## src/rtl/led_sweep_ctrl_if.sv

```systemverilog
// Control/status bundle between a run scheduler (master) and the LED sweep sequencer (slave).
// Carries the start/stop request, latched run settings, busy/done status and the LED drive.
interface led_sweep_ctrl_if #(
    parameter int WIDTH = 8
);
    logic             i_start;
    logic [1:0]       i_mode;
    logic [3:0]       i_nsweeps;
    logic             i_stop;
    logic             o_busy;
    logic             o_done;
    logic [WIDTH-1:0] o_led;

    modport master (
        output i_start, i_mode, i_nsweeps, i_stop,
        input  o_busy, o_done, o_led
    );

    modport slave (
        input  i_start, i_mode, i_nsweeps, i_stop,
        output o_busy, o_done, o_led
    );
endinterface

```

## src/rtl/led_sweep_ctrl.sv

```systemverilog
// LED bank sequencer: plays a bounce/rotate/fill/blink pattern for a programmed number
// of sweeps (or continuously), each step held CLK_DIV clocks, with a start/busy/done handshake.
module led_sweep_ctrl #(
    parameter int WIDTH   = 8,
    parameter int CLK_DIV = 4
) (
    input  logic           i_clk,
    input  logic           i_reset,
    led_sweep_ctrl_if.slave bus
);

    typedef enum logic [1:0] {
        S_IDLE = 2'd0,
        S_RUN  = 2'd1,
        S_DONE = 2'd2
    } state_e;

    // Step index must reach 2*WIDTH-3 (bounce, WIDTH<=16).
    localparam int KW = 5;
    localparam int PW = (CLK_DIV > 1) ? $clog2(CLK_DIV) : 1;

    localparam logic [PW-1:0]    PRESC_LAST = PW'(CLK_DIV - 1);
    localparam logic [WIDTH-1:0] ONE        = WIDTH'(1);
    localparam logic [WIDTH-1:0] ONES       = '1;

    state_e           state_q, state_d;
    logic [1:0]       mode_q, mode_d;
    logic [3:0]       nsweeps_q, nsweeps_d;
    logic [3:0]       sweep_q, sweep_d;
    logic [KW-1:0]    k_q, k_d;
    logic [PW-1:0]    presc_q, presc_d;
    logic [WIDTH-1:0] led_q, led_d;

    function automatic logic [KW-1:0] last_step(input logic [1:0] m);
        case (m)
            2'd0:    last_step = KW'(2 * WIDTH - 3);
            2'd3:    last_step = KW'(1);
            default: last_step = KW'(WIDTH - 1);
        endcase
    endfunction

    function automatic logic [WIDTH-1:0] pattern(input logic [1:0] m, input logic [KW-1:0] k);
        logic [KW-1:0] pos;
        pos = (k < KW'(WIDTH)) ? k : KW'(2 * WIDTH - 2) - k;
        case (m)
            2'd0:    pattern = ONE << pos;
            2'd1:    pattern = ONE << k;
            // Shifting past WIDTH leaves zero, so the last fill step inverts to all ones.
            2'd2:    pattern = ~(ONES << (k + KW'(1)));
            default: pattern = (k == '0) ? ONES : '0;
        endcase
    endfunction

    always_comb begin
        // NOTE: every signal gets a default first so no path through the case infers a latch.
        state_d   = state_q;
        mode_d    = mode_q;
        nsweeps_d = nsweeps_q;
        sweep_d   = sweep_q;
        k_d       = k_q;
        presc_d   = presc_q;

        case (state_q)
            S_IDLE: begin
                if (bus.i_start) begin
                    state_d   = S_RUN;
                    mode_d    = bus.i_mode;
                    nsweeps_d = bus.i_nsweeps;
                    sweep_d   = '0;
                    k_d       = '0;
                    presc_d   = '0;
                end
            end
            S_RUN: begin
                if (presc_q == PRESC_LAST) begin
                    presc_d = '0;
                    if (k_q == last_step(mode_q)) begin
                        k_d     = '0;
                        sweep_d = sweep_q + 4'd1;
                        if (nsweeps_q != 4'd0 && sweep_d == nsweeps_q) begin
                            state_d = S_DONE;
                        end
                    end else begin
                        k_d = k_q + KW'(1);
                    end
                end else begin
                    presc_d = presc_q + PW'(1);
                end
                // Stop wins over everything and merges with a coincident natural finish.
                if (bus.i_stop) begin
                    state_d = S_DONE;
                end
            end
            S_DONE:  state_d = S_IDLE;
            default: state_d = S_IDLE;
        endcase

        led_d = (state_d == S_RUN) ? pattern(mode_d, k_d) : '0;
    end

    // NOTE: sequential state uses non-blocking assignments so all flops update from pre-edge values.
    always_ff @(posedge i_clk) begin
        if (i_reset) begin
            state_q   <= S_IDLE;
            mode_q    <= '0;
            nsweeps_q <= '0;
            sweep_q   <= '0;
            k_q       <= '0;
            presc_q   <= '0;
            led_q     <= '0;
        end else begin
            state_q   <= state_d;
            mode_q    <= mode_d;
            nsweeps_q <= nsweeps_d;
            sweep_q   <= sweep_d;
            k_q       <= k_d;
            presc_q   <= presc_d;
            led_q     <= led_d;
        end
    end

    assign bus.o_busy = (state_q == S_RUN);
    assign bus.o_done = (state_q == S_DONE);
    assign bus.o_led  = led_q;

endmodule

```

## src/flat_wrapper.sv

```systemverilog
// flat-port wrapper written by rule: the top's interface ports become plain ports
module led_sweep_ctrl_flat 
#(
    parameter int WIDTH   = 8,
    parameter int CLK_DIV = 4
)
  (i_clk, i_reset, bus_i_start, bus_i_mode, bus_i_nsweeps, bus_i_stop, bus_o_busy, bus_o_done, bus_o_led);
  led_sweep_ctrl_if #(.WIDTH(WIDTH)) bus_i ();
  input  logic i_clk;
  input  logic i_reset;
  input wire logic [$bits(bus_i.i_start)-1:0] bus_i_start;
  input wire logic [$bits(bus_i.i_mode)-1:0] bus_i_mode;
  input wire logic [$bits(bus_i.i_nsweeps)-1:0] bus_i_nsweeps;
  input wire logic [$bits(bus_i.i_stop)-1:0] bus_i_stop;
  output wire logic [$bits(bus_i.o_busy)-1:0] bus_o_busy;
  output wire logic [$bits(bus_i.o_done)-1:0] bus_o_done;
  output wire logic [$bits(bus_i.o_led)-1:0] bus_o_led;
  assign bus_i.i_start = bus_i_start;
  assign bus_i.i_mode = bus_i_mode;
  assign bus_i.i_nsweeps = bus_i_nsweeps;
  assign bus_i.i_stop = bus_i_stop;
  assign bus_o_busy = bus_i.o_busy;
  assign bus_o_done = bus_i.o_done;
  assign bus_o_led = bus_i.o_led;
  led_sweep_ctrl #(.WIDTH(WIDTH), .CLK_DIV(CLK_DIV)) u_core (.i_clk(i_clk), .i_reset(i_reset), .bus(bus_i));
endmodule
```

## config.mk

```make
export PLATFORM = sky130hd
export DESIGN_NAME = led_sweep_ctrl_flat
export DESIGN_NICKNAME = d
export VERILOG_FILES = /design/src/rtl/led_sweep_ctrl_if.sv /design/src/rtl/led_sweep_ctrl.sv /design/src/flat_wrapper.sv
export SDC_FILE = /design/constraint.sdc
export NUM_CORES = 1
export LEC_CHECK = 0
export CAP_MARGIN = 10
export CELL_PAD_IN_SITES_DETAIL_PLACEMENT = 0
export CELL_PAD_IN_SITES_GLOBAL_PLACEMENT = 1
export CORE_ASPECT_RATIO = 0.75
export CORE_MARGIN = 3
export CORE_UTILIZATION = 38
export CTS_BUF_LIST = sky130_fd_sc_hd__clkbuf_2
export CTS_CLUSTER_SIZE = 16
export DETAILED_ROUTE_END_ITERATION = 10
export PLACE_DENSITY = 0.78
export SYNTH_ARGS = -nofsm -noshare
export SYNTH_HDL_FRONTEND = slang
export SYNTH_SLANG_ARGS = --single-unit
export TNS_END_PERCENT = 5
```

## constraint.sdc

```tcl
create_clock -name i_clk -period 3 [get_ports i_clk]
set_input_delay 0.75 -clock i_clk [delete_from_list [all_inputs] [get_ports i_clk]]
set_output_delay 0.75 -clock i_clk [all_outputs]
set_load 0.02 [all_outputs]
```

==> results.md, run 1 <==
- Yosys mapped the design onto 52 distinct sky130hd cell types.
- Detailed routing placed a total of 305 um of wire on met3.
- TritonCTS built the clock tree.
- The startpoint-to-endpoint class of the critical path is reg2reg.
- The pin count of the biggest net entering global routing is 20.
- The half-perimeter wire length after placement is 3.29 mm.
- In the final routed layout, each cell accounts on average for 14.6 um.
- Across the run, the number of max-cap violations was 0.
- In this run the power spent charging and discharging nets is 201 uW.
- The master cell of the clock root buffer is clkbuf_2.
- The initial detailed-routing violation count is 72.
- The die is slightly above 80 um wide.
- Measured on the finished design, the core utilization comes to 0.551.
- The antenna diode count is 0.
- For this design the ratio of total power to cell area is approximately 300 mW/mm2.
- The detailed router used layers up to and including met4.
- The critical path buffer and inverter count is 4.
- In the post-synthesis netlist, the biggest area contributors are dfxtp_1, nor2_1, ha_1.
- STA classifies the critical path endpoint as a register.
- The post-detailed-routing wire length is 4.42 mm.
- For this run, the register share of the synthesized area comes to 0.330.
- The antenna violation net count after detailed routing is 0.
- CTS built an H-tree with a depth of 1.
- The critical-path maximum fanout is 4.
- The final layout net count is 266.
- The total CTS buffers is 3.
- The overall global routing resource usage is 0.182.
- The launching element type of the critical path is a register.
- dfxtp_1 takes more of the synthesized area than any other cell.
- A synthesized cell averages 8.54 um2.
- The synthesized design contains 27 register bits.
- The post-layout total power is slightly below 700 uW.
- The leakage power total is 0.000888 uW.
- The detailed router put a total of 2.09 mm of wire on met1.
- The number of warning messages in the yosys log is 0.
- The congestion estimate from routability-driven global placement came to 0.864.
- In this run the core area contains 20 standard-cell rows.
- Setup repair after global routing left no endpoint under its margin.
- Buffers inserted to repair hold after CTS numbered 0.
- Of the total power, the share spent switching nets is 0.297.
- The number of antenna violations at the first check in global routing is 0.
- The final sum of negative setup slack is 0 ps.
- From synthesis to final layout, the design area changed by 37.9%.
- In this run the tightest slew margin relative to its limit is 0.599.
- For this design the top-level I/O count stands at 20.
- Yosys mapped a number of flops with a built-in enable equal to 0.
- The transition at the pin with the smallest max-transition slack is 596 ps.
- For this run, the slowest stage of the critical path takes roughly 470 ps.
- The post-detailed-placement cell area is 0.00211 mm2.
- The initial cell density of the core is 0.399.
- The cell repeated most along the worst path is buf_4.
- The run finished with clean final reports.
- The total count of max-transition violations in the final report came to 0.
- For the finished layout, the period the worst path requires is approximately 2900 ps.
- No sink is reached through more buffers than the 2 on the longest clock path.
- The internal power of the cells is 477 uW.
- Of the available clock period, the critical path in the final layout requires 0.951.
- The insertion delay of the later-clocked pin in the worst-skew pair is 370 ps.
- The core box area is 0.00410 mm2.
- Of all flip-flops after synthesis, the portion carrying an async set or reset was 0.
- The summed instance area of the synthesized netlist is 0.00164 mm2.
- The port buffer count is 19.
- The required time at the worst-slack endpoint is about 3300 ps.
- The kind of cell adding the most delay to the critical path is compound AO/OA/AOI/OAI gates.
- In the final layout, the share of cells above drive strength 1 is 0.306.
- The floorplan die area is roughly 0.0051 mm2.
- The synthesized instance count is 192.
- The tree built by TritonCTS fans out to 27 sinks.
- With fillers left out, the area of the finished cells amounts to approximately 0.0023 mm2.
- The highest attainable clock frequency is 351 MHz.
- The first global-routing pass estimated 7.39 mm of wire.
- The worst voltage drop across the vdd grid is 0.000206 V.
- The number of search-and-repair iterations in the first detailed-routing pass is 4.
- For this design, the slowest cell found on the critical path is o41ai_4.
- The total overflow left after global routing is 0.
- The die boundary height is 62.9 um.
- For the final database, setup skew stands at 2.65 ps.
- The total met2 wirelength after detailed routing is approximately 2 mm.
- After clock tree synthesis, the clock-pin slew on the worst setup and hold paths is 270 ps.
- The sequential fraction of design power is 0.561.
- The share of total power dissipated in combinational logic is 0.221.
- Of the total power, the clock network draws 0.218.
- In the routed design, unresolved DRC markers number 0.
- The number of global-route vias before repair came to about 1,600.
- The most instantiated flip-flop cell in the synthesis netlist is dfxtp_1.
- The share of the synthesized area in the top cell type is 0.330.
- The detail-routed via count per cell is 5.26.
- The min-delay analysis places its worst path in the category reg2reg.
- The data arrival at the endpoint of the critical path is 3160 ps.
- The number of vias in the routed layout is 1,593.
- Walking the worst path, the cells encountered are inv_1 -> ha_4 -> xor2_2 -> o41ai_4 -> buf_4 -> a2bb2oi_4 -> buf_4 -> buf_4 -> nor4b_1 -> a32oi_1 -> nor2_2 -> a311oi_2 -> nor2_1.
- The count of final hold-check violations came to 0.
- The setup-violating endpoint count in the final report is 0.
- The number of nets handed over by synthesis was 209.
## metrics by stage
step | worst slack, ps | hold slack, ps | std cells
finish | 148 | 517 | 303
global route | 1.16 | 545 | 303
CTS | 58.3 | 519 | 297
detailed placement | -182 | 491 | 292
global placement | -133 | 473 | 292
floorplan | 138 | 447 | 192
## timing repair
action / in CTS / in global routing
endpoints found under the setup margin: 4 / 8
cloned: 0 / 0
gates resized for setup: 0 / 17
pin swaps: 1 / 7
buffers inserted: 1 / 6
## cell usage after synthesis, types with 2 or more instances
library cell,number
nand3b_1,2
dfxtp_1,27
nand2_1,20
o21ai_0,6
xnor2_1,7
nand4_1,3
nor4_1,2
mux2_2,2
buf_2,3
nor3_1,2
inv_1,5
clkbuf_1,3
nor2b_1,2
o21bai_2,2
xor2_1,6
nand3_1,9
mux2i_1,4
nor2_1,28
nor3b_1,2
a31oi_1,5
a211o_1,2
a21oi_1,14
ha_1,7
## sequential cells by signal, indices dropped and copies added (netlist names)
signal	flops
u_core.bus.o_led	8
u_core.k_q	5
u_core.nsweeps_q	4
u_core.sweep_q	4
u_core.mode_q	2
u_core.presc_q	2
u_core.state_q	2
## power by group through the flow
stage               Combinational [uW]  Clock [uW]  Sequential, uW
finish                             150         148             380
detailed placement                 138           0             386
CTS                                140         157             380
global placement                   134           0             386
global route                       165         169             382
floorplan                         74.5           0             388
## cells in the final DEF (no fill, tap or decap), types with 3 or more instances in the layout
cell type	count
inv_1	3
o21ai_0	5
clkbuf_2	3
buf_4	38
a21oi_1	13
nand4_1	3
a31oi_1	5
xor2_1	5
xnor2_1	5
nand3_1	9
nor2_1	28
nand2_1	20
ha_1	5
dfxtp_1	24
mux2i_1	4
dfxtp_2	3
clkdlybuf4s50_1	19
## path summary, 6_finish.rpt
path                                    start                               end  slack [ps]  cells after the start
min reg2reg  u_core.nsweeps_q[0]$_SDFFE_PP0P_  u_core.nsweeps_q[0]$_SDFFE_PP0P_         520                      2
max               u_core.mode_q[0]$_SDFF_PP0_    u_core.bus.o_led[1]$_SDFF_PP0_         150                     13
min          u_core.nsweeps_q[0]$_SDFFE_PP0P_  u_core.nsweeps_q[0]$_SDFFE_PP0P_         520                      2
max reg2reg       u_core.mode_q[0]$_SDFF_PP0_    u_core.bus.o_led[1]$_SDFF_PP0_         150                     13
## kinds of logic after synthesis
logic type               count (synthesis)  share of synthesized area
adder cells (fa/ha/maj)                  7                     0.0534
AO/OA/AOI/OAI                           49                      0.253
multiplexers                             6                     0.0382
buffers and inverters                   12                     0.0298
AND/OR/NAND/NOR                         78                      0.226
flip-flops                              27                      0.330
XOR/XNOR                                13                     0.0695
## final cells by class
cell class	count	area (um2)
fill	382	1840
multi-input combinational	153	1110
sequential	27	544
timing repair buffer	58	487
tap	55	68.8
inverter	6	22.5
clock buffer	3	15.0
clock inverter	1	7.51
## worst register-to-register path: stages, from the launching register on
cell and delay, ps:
dfxtp_2 390, inv_1 60, ha_4 250, xor2_2 190, o41ai_4 470, buf_4 200
a2bb2oi_4 180, buf_4 150, buf_4 100, nor4b_1 40, a32oi_1 300, nor2_2 120
a311oi_2 270, nor2_1 70
## metal layers
metal,global-route usage,vias up
li1,-,797
met1,0.246,745
met2,0.294,47
met3,0.0418,4
met4,0.0311,0
met5,0,-
No activity file was read; power rests on OpenSTA's default activity.
==> inputs of run 2 (changes only) <==
--- a/config.mk
+++ b/config.mk
@@ -6,15 +6,14 @@
 export NUM_CORES = 1
 export LEC_CHECK = 0
 export CAP_MARGIN = 10
-export CELL_PAD_IN_SITES_DETAIL_PLACEMENT = 0
-export CELL_PAD_IN_SITES_GLOBAL_PLACEMENT = 1
 export CORE_ASPECT_RATIO = 0.75
 export CORE_MARGIN = 3
 export CORE_UTILIZATION = 38
 export CTS_BUF_LIST = sky130_fd_sc_hd__clkbuf_2
 export CTS_CLUSTER_SIZE = 16
 export DETAILED_ROUTE_END_ITERATION = 10
-export PLACE_DENSITY = 0.78
+export PLACE_DENSITY = 0.62
+export RECOVER_POWER = 25
 export SYNTH_ARGS = -nofsm -noshare
 export SYNTH_HDL_FRONTEND = slang
 export SYNTH_SLANG_ARGS = --single-unit
==> results.md, run 2 (synthesis results as in run 1) <==
- The run finished with clean final reports.
- The data arrival at the endpoint of the critical path is 3150 ps (about the same).
- The port buffer count is 19 (unchanged).
- The total count of max-transition violations in the final report is 0 (unchanged).
- The highest attainable clock frequency came to 353 MHz (+0.77%).
- The switching power of the nets is 201 uW (about the same).
- The area growth from synthesis to layout is 32.1%.
- The horizontal die dimension is 81.8 um (unchanged).
- The number of buffers inserted for hold repair after clock tree synthesis is 0 (unchanged).
- The launching element type of the critical path is a register.
- The layout cell share with drive strength beyond 1 is 0.261 (-0.0450).
- The overall global routing resource usage is 0.167 (-0.0145).
- The number of antenna violations at the first check in global routing came to 0 (unchanged).
- The CTS tree is done.
- The half-perimeter wire length after placement came to 3.12 mm (-5.3%).
- The post-detailed-routing wire length came to 4.05 mm (-8.5%).
- The switching power share of the total is 0.301 (+0.00425).
- Setup repair after global routing left no endpoint under its margin.
- The worst voltage drop across the vdd grid is 0.000222 V (+8.1%).
- The initial cell density of the core is 0.399 (unchanged).
- The final sum of negative setup slack was 0 ps (unchanged).
- The combinational cell fraction of total power is 0.205 (-0.016).
- The core box area was 0.00410 mm2 (unchanged).
- The master cell of the clock root buffer is clkbuf_2.
- The number of placement rows came to 20 (unchanged).
- The clock period minus worst slack is 2830 ps (-21.8 ps).
- Traced cell by cell, the critical path runs through inv_1 -> ha_1 -> xor2_2 -> or4_4 -> a31oi_4 -> buf_4 -> buf_4 -> o41ai_2 -> buf_4 -> nor2_1 -> o21bai_2 -> a311oi_2.
- The library cells used most frequently in the layout, excluding fill and tap cells, are buf_4, nor2_1, dfxtp_1.
- The total CTS buffers is 3 (unchanged).
- The headroom to the max-slew limit is 0.709 (+0.110).
- The clock share of power was 0.225 (+0.007).
- The antenna diode count is 0 (unchanged).
- The pin count of the biggest net entering global routing is 19 (-5.0%).
- The initial detailed-routing violation count is 99 (+38%).
- The setup-violating endpoint count in the final report is 0 (unchanged).
- The floorplan die area is 0.00515 mm2 (unchanged).
- The worst setup path is captured at a register.
- The post-layout worst setup margin is 170 ps (+21.8 ps).
- The maximum number of buffers from clock root to sink came to 2 (unchanged).
- The path type of the worst min-delay path is reg2reg.
- The total congestion overflow after global routing is 0 (unchanged).
- The required time at the worst-slack endpoint is 3320 ps (about the same).
- The sequential fraction of design power is 0.570 (+0.009).
- The total non-filler cell area in the finished layout came to 0.00216 mm2 (-4.2%).
- The detail-routed via count per cell was 5.19 (-1.4%).
- The critical-path maximum fanout came to 6 (+2).
- The count of final hold-check violations is 0 (unchanged).
- The number of design rule violations left after detail routing is 0 (unchanged).
- The peak per-stage delay on the critical path is 550 ps (+80 ps).
- The post-detailed-placement cell area was 0.00209 mm2 (-1.1%).
- The commonest non-fill, non-tap cell in the layout is buf_4.
- The antenna violation net count after detailed routing is 0 (unchanged).
- The die boundary height is 62.9 um (unchanged).
- The wire length per cell after detailed routing was 13.7 um (-6.3%).
- The leakage power total is 0.000841 uW (-5.3%).
- The worst clock skew is 8.98 ps (+6.33 ps).
- The max-capacitance violation count is 0 (unchanged).
- The number of H-tree branching levels is 1 (unchanged).
- The insertion delay of the later-clocked pin in the worst-skew pair is 380 ps (about the same).
- The global-route wire length before repair is 6.87 mm (-7.0%).
- The internal power of the cells is 467 uW (-2.0%).
- The most numerous cell type found on the critical path is buf_4.
- The last weighted congestion value of the routability-driven placer came to 0.860 (-0.47%).
- The clock edge transition at the registers on the reported setup and hold paths is 270 ps (about the same).
- The startpoint-to-endpoint class of the critical path is reg2reg.
- The top-level port count is 20 (unchanged).
- The number of global-route vias before repair is 1,475 (-8.5%).
- The slowest stage of the critical path belongs to the cell or4_4.
- The kind of cell adding the most delay to the critical path is simple AND/OR/NAND/NOR gates.
- The critical path buffer and inverter count is 4 (unchanged).
- The transition at the pin with the smallest max-transition slack is 431 ps (-165 ps).
- The areal power density over the cells was 309 mW/mm2 (+2.9%).
- The number of sinks driven by the clock tree came to 27 (unchanged).
- The number of search-and-repair iterations in the first detailed-routing pass came to 4 (unchanged).
- The number of filler instances in the final layout was 400 (+4.7%).
- The placement-stage worst setup slack was -164 ps (+17.9 ps).
- The number of vias in the routed layout was 1,535 (-3.6%).
- The final layout net count was 259 (-2.6%).
- The ratio of final minimum period to clock period was 0.943 (-0.00728).
- The flip-flop count of the largest register after layout is 8 (unchanged).
[run 2: worst register-to-register path, delay by kind of cell (launching register included)]
family	cells	cell delay [ps]
DFF	1	430
and+or+nand+nor	2	680
adders and majority gates	1	330
buffers and inverters	4	470
AOI/OAI and AO/OA	4	670
xor gates and xnor gates	1	210
[run 2: metal layers]
layer	vias to the layer above	GRT usage	part of all wire
met5	-	0	0
met3	2	0.0403	0.048
met2	29	0.261	0.45
met1	716	0.238	0.49
li1	788	-	-
met4	0	0.0187	0.0032
[run 2: stage by stage]
step / utilization / hold slack (ps) / power, uW / instances
2_1_floorplan: - / 447 / 462 / 192
3_3_place_gp: 0.509 / 463 / 520 / 289
3_5_place_dp: 0.509 / 491 / 522 / 289
4_1_cts: 0.515 / 520 / 676 / 293
5_1_grt: 0.527 / 543 / 703 / 296
6_report: 0.527 / 512 / 668 / 296
[run 2: path summary, 6_finish.rpt]
kind	start	to	slack [ps]	depth (start not counted)
setup / recovery	u_core.mode_q[0]$_SDFF_PP0_	u_core.bus.o_led[4]$_SDFF_PP0_	170	12
hold reg to reg	u_core.sweep_q[1]$_SDFFE_PP0P_	u_core.sweep_q[1]$_SDFFE_PP0P_	510	2
hold / removal	u_core.sweep_q[1]$_SDFFE_PP0P_	u_core.sweep_q[1]$_SDFFE_PP0P_	510	2
setup reg to reg	u_core.mode_q[0]$_SDFF_PP0_	u_core.bus.o_led[4]$_SDFF_PP0_	170	12
[run 2: area by class of cell]
cell class              count  area [um2]  share of cell area
well taps                  55        68.8              0.0318
clock inverters             1        7.51             0.00347
flip-flops and latches     27         546               0.252
inverters                   6        22.5              0.0104
multi-input cells         153        1080               0.500
clock buffers               3        15.0             0.00694
repair buffers             51         423               0.195
[run 2: power groups by stage]
stage               sequential (uW)  clock (uW)  combinational (uW)
floorplan                       388           0                74.5
CTS                             381         159                 136
global route                    383         171                 150
finish                          381         150                 137
detailed placement              387           0                 135
global placement                387           0                 133
[run 2: timing repair]
action / 4_1_cts / 5_1_grt
setup buffers: 0 / 3
pin swaps: 0 / 8
setup endpoints to repair: 1 / 8
resized for setup: 1 / 11
